### src/rtl/seq_gen_tx_pkg.sv
// rtl/seq_gen_tx_pkg.sv - shared state encodings and datapath widths for seq_gen_tx
package seq_gen_tx_pkg;

  localparam int PAT_W = 8;
  localparam int IDX_W = 3;
  localparam int REP_W = 4;
  localparam int GAP_W = 4;

  typedef enum logic [1:0] {
    S_IDLE = 2'b00,
    S_SEND = 2'b01,
    S_GAP  = 2'b10,
    S_DONE = 2'b11
  } state_t;

endpackage

### src/rtl/seq_gen_shifter.sv
// rtl/seq_gen_shifter.sv - captured pattern, bit index and registered serial bit
module seq_gen_shifter
  import seq_gen_tx_pkg::*;
#(
  parameter logic IDLE_LVL = 1'b1
) (
  input  logic             clk,
  input  logic             rst,
  input  logic             load,
  input  logic             shift,
  input  logic [PAT_W-1:0] pat,
  input  logic [IDX_W-1:0] len,
  output logic             bit_out,
  output logic             last
);

  logic [PAT_W-1:0] pat_q;
  logic [IDX_W-1:0] len_q;
  logic [IDX_W-1:0] idx;
  logic [IDX_W-1:0] idx_nxt;

  // Next index: count down, and restart at the top after bit 0 so a new repetition begins.
  always_comb begin
    idx_nxt = (idx == '0) ? len_q : idx - IDX_W'(1);
  end

  assign last = (idx == '0);

  // bit_out is the line itself: it holds a pattern bit only on edges that load or shift.
  always_ff @(posedge clk) begin
    if (!rst) begin
      pat_q   <= '0;
      len_q   <= '0;
      idx     <= '0;
      bit_out <= IDLE_LVL;
    end else if (load) begin
      pat_q   <= pat;
      len_q   <= len;
      idx     <= len;
      bit_out <= pat[len];
    end else if (shift) begin
      idx     <= idx_nxt;
      bit_out <= pat_q[idx_nxt];
    end else begin
      bit_out <= IDLE_LVL;
    end
  end

endmodule

### src/rtl/seq_gen_tx.sv
// rtl/seq_gen_tx.sv - repeating serial pattern transmitter with gap, abort and done pulse
module seq_gen_tx
  import seq_gen_tx_pkg::*;
#(
  parameter logic IDLE_LVL = 1'b1,
  parameter int   GAP      = 1
) (
  input  logic             clk,
  input  logic             rst,
  input  logic             start,
  input  logic [PAT_W-1:0] pat,
  input  logic [IDX_W-1:0] len,
  input  logic [REP_W-1:0] reps,
  input  logic             abort,
  output logic             dout,
  output logic             frame,
  output logic             busy,
  output logic             done
);

  // Gap counter runs from GAP-1 down to 0, giving exactly GAP idle cycles.
  localparam logic [GAP_W-1:0] GAP_LAST = GAP_W'(GAP - 1);

  state_t           state, state_nxt;
  logic [REP_W-1:0] rep_cnt, rep_nxt;
  logic [GAP_W-1:0] gap_cnt, gap_nxt;
  logic             load, shift, last;

  seq_gen_shifter #(
    .IDLE_LVL (IDLE_LVL)
  ) u_shifter (
    .clk     (clk),
    .rst     (rst),
    .load    (load),
    .shift   (shift),
    .pat     (pat),
    .len     (len),
    .bit_out (dout),
    .last    (last)
  );

  // Next-state and counter control; abort outranks every other transition.
  always_comb begin
    state_nxt = state;
    rep_nxt   = rep_cnt;
    gap_nxt   = gap_cnt;
    load      = 1'b0;
    shift     = 1'b0;
    case (state)
      S_IDLE: begin
        if (start && !abort) begin
          load      = 1'b1;
          rep_nxt   = reps;
          state_nxt = S_SEND;
        end
      end
      S_SEND: begin
        if (abort) begin
          state_nxt = S_IDLE;
          rep_nxt   = '0;
        end else if (!last) begin
          shift = 1'b1;
        end else if (rep_cnt != '0) begin
          rep_nxt = rep_cnt - REP_W'(1);
          if (GAP > 0) begin
            state_nxt = S_GAP;
            gap_nxt   = GAP_LAST;
          end else begin
            shift = 1'b1;
          end
        end else begin
          state_nxt = S_DONE;
        end
      end
      S_GAP: begin
        if (abort) begin
          state_nxt = S_IDLE;
          rep_nxt   = '0;
          gap_nxt   = '0;
        end else if (gap_cnt == '0) begin
          shift     = 1'b1;
          state_nxt = S_SEND;
        end else begin
          gap_nxt = gap_cnt - GAP_W'(1);
        end
      end
      S_DONE: begin
        state_nxt = S_IDLE;
      end
      default: begin
        state_nxt = S_IDLE;
      end
    endcase
  end

  // State, counters and status flags are all registered from the next state.
  always_ff @(posedge clk) begin
    if (!rst) begin
      state   <= S_IDLE;
      rep_cnt <= '0;
      gap_cnt <= '0;
      frame   <= 1'b0;
      busy    <= 1'b0;
      done    <= 1'b0;
    end else begin
      state   <= state_nxt;
      rep_cnt <= rep_nxt;
      gap_cnt <= gap_nxt;
      frame   <= (state_nxt == S_SEND);
      busy    <= (state_nxt != S_IDLE);
      done    <= (state_nxt == S_DONE);
    end
  end

endmodule

### config.mk
export PLATFORM = sky130hd
export DESIGN_NAME = seq_gen_tx
export DESIGN_NICKNAME = d
export VERILOG_FILES = /design/src/rtl/seq_gen_tx_pkg.sv /design/src/rtl/seq_gen_shifter.sv /design/src/rtl/seq_gen_tx.sv
export SDC_FILE = /design/constraint.sdc
export NUM_CORES = 1
export LEC_CHECK = 0
export BUFFER_PORTS_ARGS = -buffer_cell sky130_fd_sc_hd__buf_2
export CAP_MARGIN = 10
export CORE_ASPECT_RATIO = 0.9
export CORE_MARGIN = 5
export CORE_UTILIZATION = 51
export DETAILED_ROUTE_END_ITERATION = 10
export PLACE_DENSITY = 0.75
export SLEW_MARGIN = 20
export SYNTH_ARGS = -nofsm -noshare
export SYNTH_HDL_FRONTEND = slang
export SYNTH_HIERARCHICAL = 1
export SYNTH_SLANG_ARGS = --single-unit
### constraint.sdc
create_clock -name clk -period 1.9 [get_ports clk]
set_clock_uncertainty 0.05 [all_clocks]
set_input_delay 0.095 -clock clk [delete_from_list [all_inputs] [get_ports clk]]
set_output_delay 0.095 -clock clk [all_outputs]
set_load 0.01 [all_outputs]
==> flow_summary.json <==
{
  "synth_area_mm2": 0.00173,
  "syn_area_per_cell_um2": 9.27,
  "grtUsageTotal_pct": 16.3,
  "syn_inst": 187,
  "wl_per_cell_um": 13.8,
  "crit_type": "reg -> reg",
  "critPathMaxFanout": 5,
  "synthMuxAreaShare_pct": 13.6,
  "nFillCells": 262,
  "p_sw_share_pct": 26.0,
  "cts_hold_buf": 0,
  "cts_buffer_depth": 2,
  "synth_fa_ha_area_share_pct": 7.94,
  "io_buffers": 22,
  "synth_edf_count": 0,
  "reg2reg_setup_slack_ns": 0.07,
  "dp_slack_ns": -0.0379,
  "hold_ws_ns": 0.0356,
  "boundaryPins": 23,
  "yosysUniqueCellTypes": 52,
  "place_inst": 261,
  "antenna_found_initial": 0,
  "die_w_um": 71.5,
  "yosys_register_bits": 28,
  "p_sw_mw": 0.370,
  "synth-simple-area-share_pct": 21.3,
  "multi_input_area_mm2": 0.00115,
  "clock_sinks": 28,
  "via_per_inst": 5.47,
  "die_y_um": 65.3,
  "leakage_nw": 0.878,
  "yosysSeqAreaShare_pct": 32.3,
  "slowest_delay_ns": 0.38,
  "seqPwrFrac_pct": 44.8,
  "synth_top_family_by_area": "simple AND/OR/NAND/NOR gates",
  "grt_pass1_vias": 1382,
  "htree_levels": 1,
  "drcViolationCount": 0,
  "clkPwrFrac_pct": 33.2,
  "path_cells": "inv_1 -> ha_1 -> nor3b_2 -> and2_1 -> o21a_2 -> a311o_1 -> a21boi_0",
  "drive_gt1_share_pct": 29.6,
  "seqCellArea_um2": 564,
  "slew_headroom_pct": 77.4,
  "worstMarginPinSlew_ns": 0.338,
  "crit_required_ns": 2.05,
  "synth_nets": 217,
  "gp_congestion": 0.840,
  "synth_compound_area_share_pct": 19.9,
  "clk_latency_ns": 0.28,
  "hold_viol": 0,
  "grt_first_pass_wirelength_um": 6220,
  "dr.first_iter.drc_count": 57,
  "ys.flop_type": "dfxtp_1",
  "synth_xor_area_share_pct": 0.505,
  "p_int_mw": 1.05,
  "power_frac_comb_pct": 22.0,
  "fmax_ghz": 0.546,
  "arrival_ns": 1.98,
  "cts_buffers": 3,
  "setup_viol": 0,
  "clockRootBuffer": "clkbuf_8",
  "cpMaxStageDelayCell": "dfxtp_1",
  "drv_slew": 0,
  "wl_um": 3700,
  "hpwl_um": 2710,
  "finalCoreUtilization_pct": 63.3,
  "nets": 254,
  "grt_start_max_net_pins": 19,
  "vias": 1460,
  "drtPass1Iterations": 4,
  "hold_class": "in -> reg",
  "path_clk_slew_ns": 0.10,
  "areaGrowthSynthToFinish_pct": 21.5,
  "ys_warn_count": 6,
  "setup_ws_ns": 0.0686,
  "ir_drop_uv": 600,
  "overflow": 0,
  "async_reset_ff_share_pct": 0,
  "fin_crit_ns": 1.83,
  "coreArea_mm2": 0.00333,
  "powerDensity_mw_per_mm2": 675,
  "drv_cap": 0,
  "cp-start-kind": "flop",
  "status": "finished, final reports clean",
  "endpoint_kind": "flop",
  "fin_cells": 267,
  "die_area_mm2": 0.00467,
  "initial_core_util_pct": 52.1,
  "row_count": 20,
  "fin_crit_sh_pct": 96.4,
  "cts_tree": "built",
  "antennaDiodeCount": 0,
  "drtAntennaViolNets": 0
}
## worst paths after layout
kind	start	endpoint	cells past startpoint
worst max register to register	gap_cnt[0]	u_shifter/idx[0]	7
worst min-delay path	pat[6]	u_shifter/pat_q[6]	3
worst max-delay path	gap_cnt[0]	u_shifter/idx[0]	7
worst min register to register	u_shifter/len_q[2]	u_shifter/len_q[2]	2
## final cells by class
| class | count | share of cell area (%) |
|---|---|---|
| timing repair buffer | 35 | 9.86 |
| clock inverter | 1 | 1.43 |
| clock buffer | 3 | 1.96 |
| multi-input combinational | 140 | 54.5 |
| tap | 44 | 2.61 |
| inverter | 16 | 2.85 |
| sequential | 28 | 26.8 |
## critical path, delay by kind of cell (launching register included)
family	cells	cell delay, ns
buf+inv	1	0.08
simple gates	2	0.33
fa+ha+maj	1	0.21
compound gates	3	0.70
flops	1	0.38
## registers in the layout, indices dropped and copies added (netlist names)
register           cells
rep_cnt                4
state                  2
busy                   1
u_shifter/idx          3
u_shifter/pat_q        8
done                   1
u_shifter/len_q        3
u_shifter/bit_out      1
gap_cnt                4
frame                  1
## power by group through the flow
stage	Combinational (mW)	Sequential [mW]	Clock (mW)
6_report	0.313	0.637	0.472
5_1_grt	0.343	0.642	0.508
4_1_cts	0.294	0.635	0.475
3_5_place_dp	0.287	0.648	0
3_3_place_gp	0.283	0.648	0
2_1_floorplan	0.196	0.646	0
## per-layer routing
layer  global-route usage [%]  vias up  share of wire [%]
met5                        0        -                  0
met3                     4.28        2                3.8
li1                         -      746                  -
met1                     21.7      690                 48
met4                     3.52        0               0.49
met2                     26.6       22                 48
## per-stage QoR
step	cell area [um^2]	setup TNS [ns]	total power [mW]
floorplan	1730	0	0.842
global placement	1970	0	0.931
detailed placement	1970	-0.0423	0.936
CTS	2050	-0.00314	1.40
global route	2110	-0.0227	1.49
finish	2110	0	1.42
## kinds of logic after synthesis
kind of cell | Yosys count
mux | 21
buf+inv | 20
flops | 28
fa+ha+maj | 11
compound gates | 44
xor+xnor | 1
simple gates | 62
## layout by cell type, fill, tap and decap left out, drive strengths merged, types with 6 or more instances in the layout
cell type  count
buf           35
mux2i         18
dfxtp         28
nand2         12
inv           16
ha            11
nor2b         15
nand2b         6
o21ai          6
## cells in the mapped netlist, types with 5 or more instances
cell	number	area share [%]
and2_1	5	1.8
nor2b_1	13	4.7
nand2b_1	5	1.8
o21ai_0	5	1.4
nand2_1	12	2.6
mux2i_1	18	10
dfxtp_1	28	32
ha_1	11	7.9
inv_1	16	3.5
## repair_timing
item | 4_1_cts | 5_1_grt
pin swaps | 0 | 2
gates resized for setup | 2 | 13
buffers inserted | 0 | 2
gates cloned | 0 | 1
endpoints found under the setup margin | 2 | 11
No activity file was read; power rests on OpenSTA's default activity.
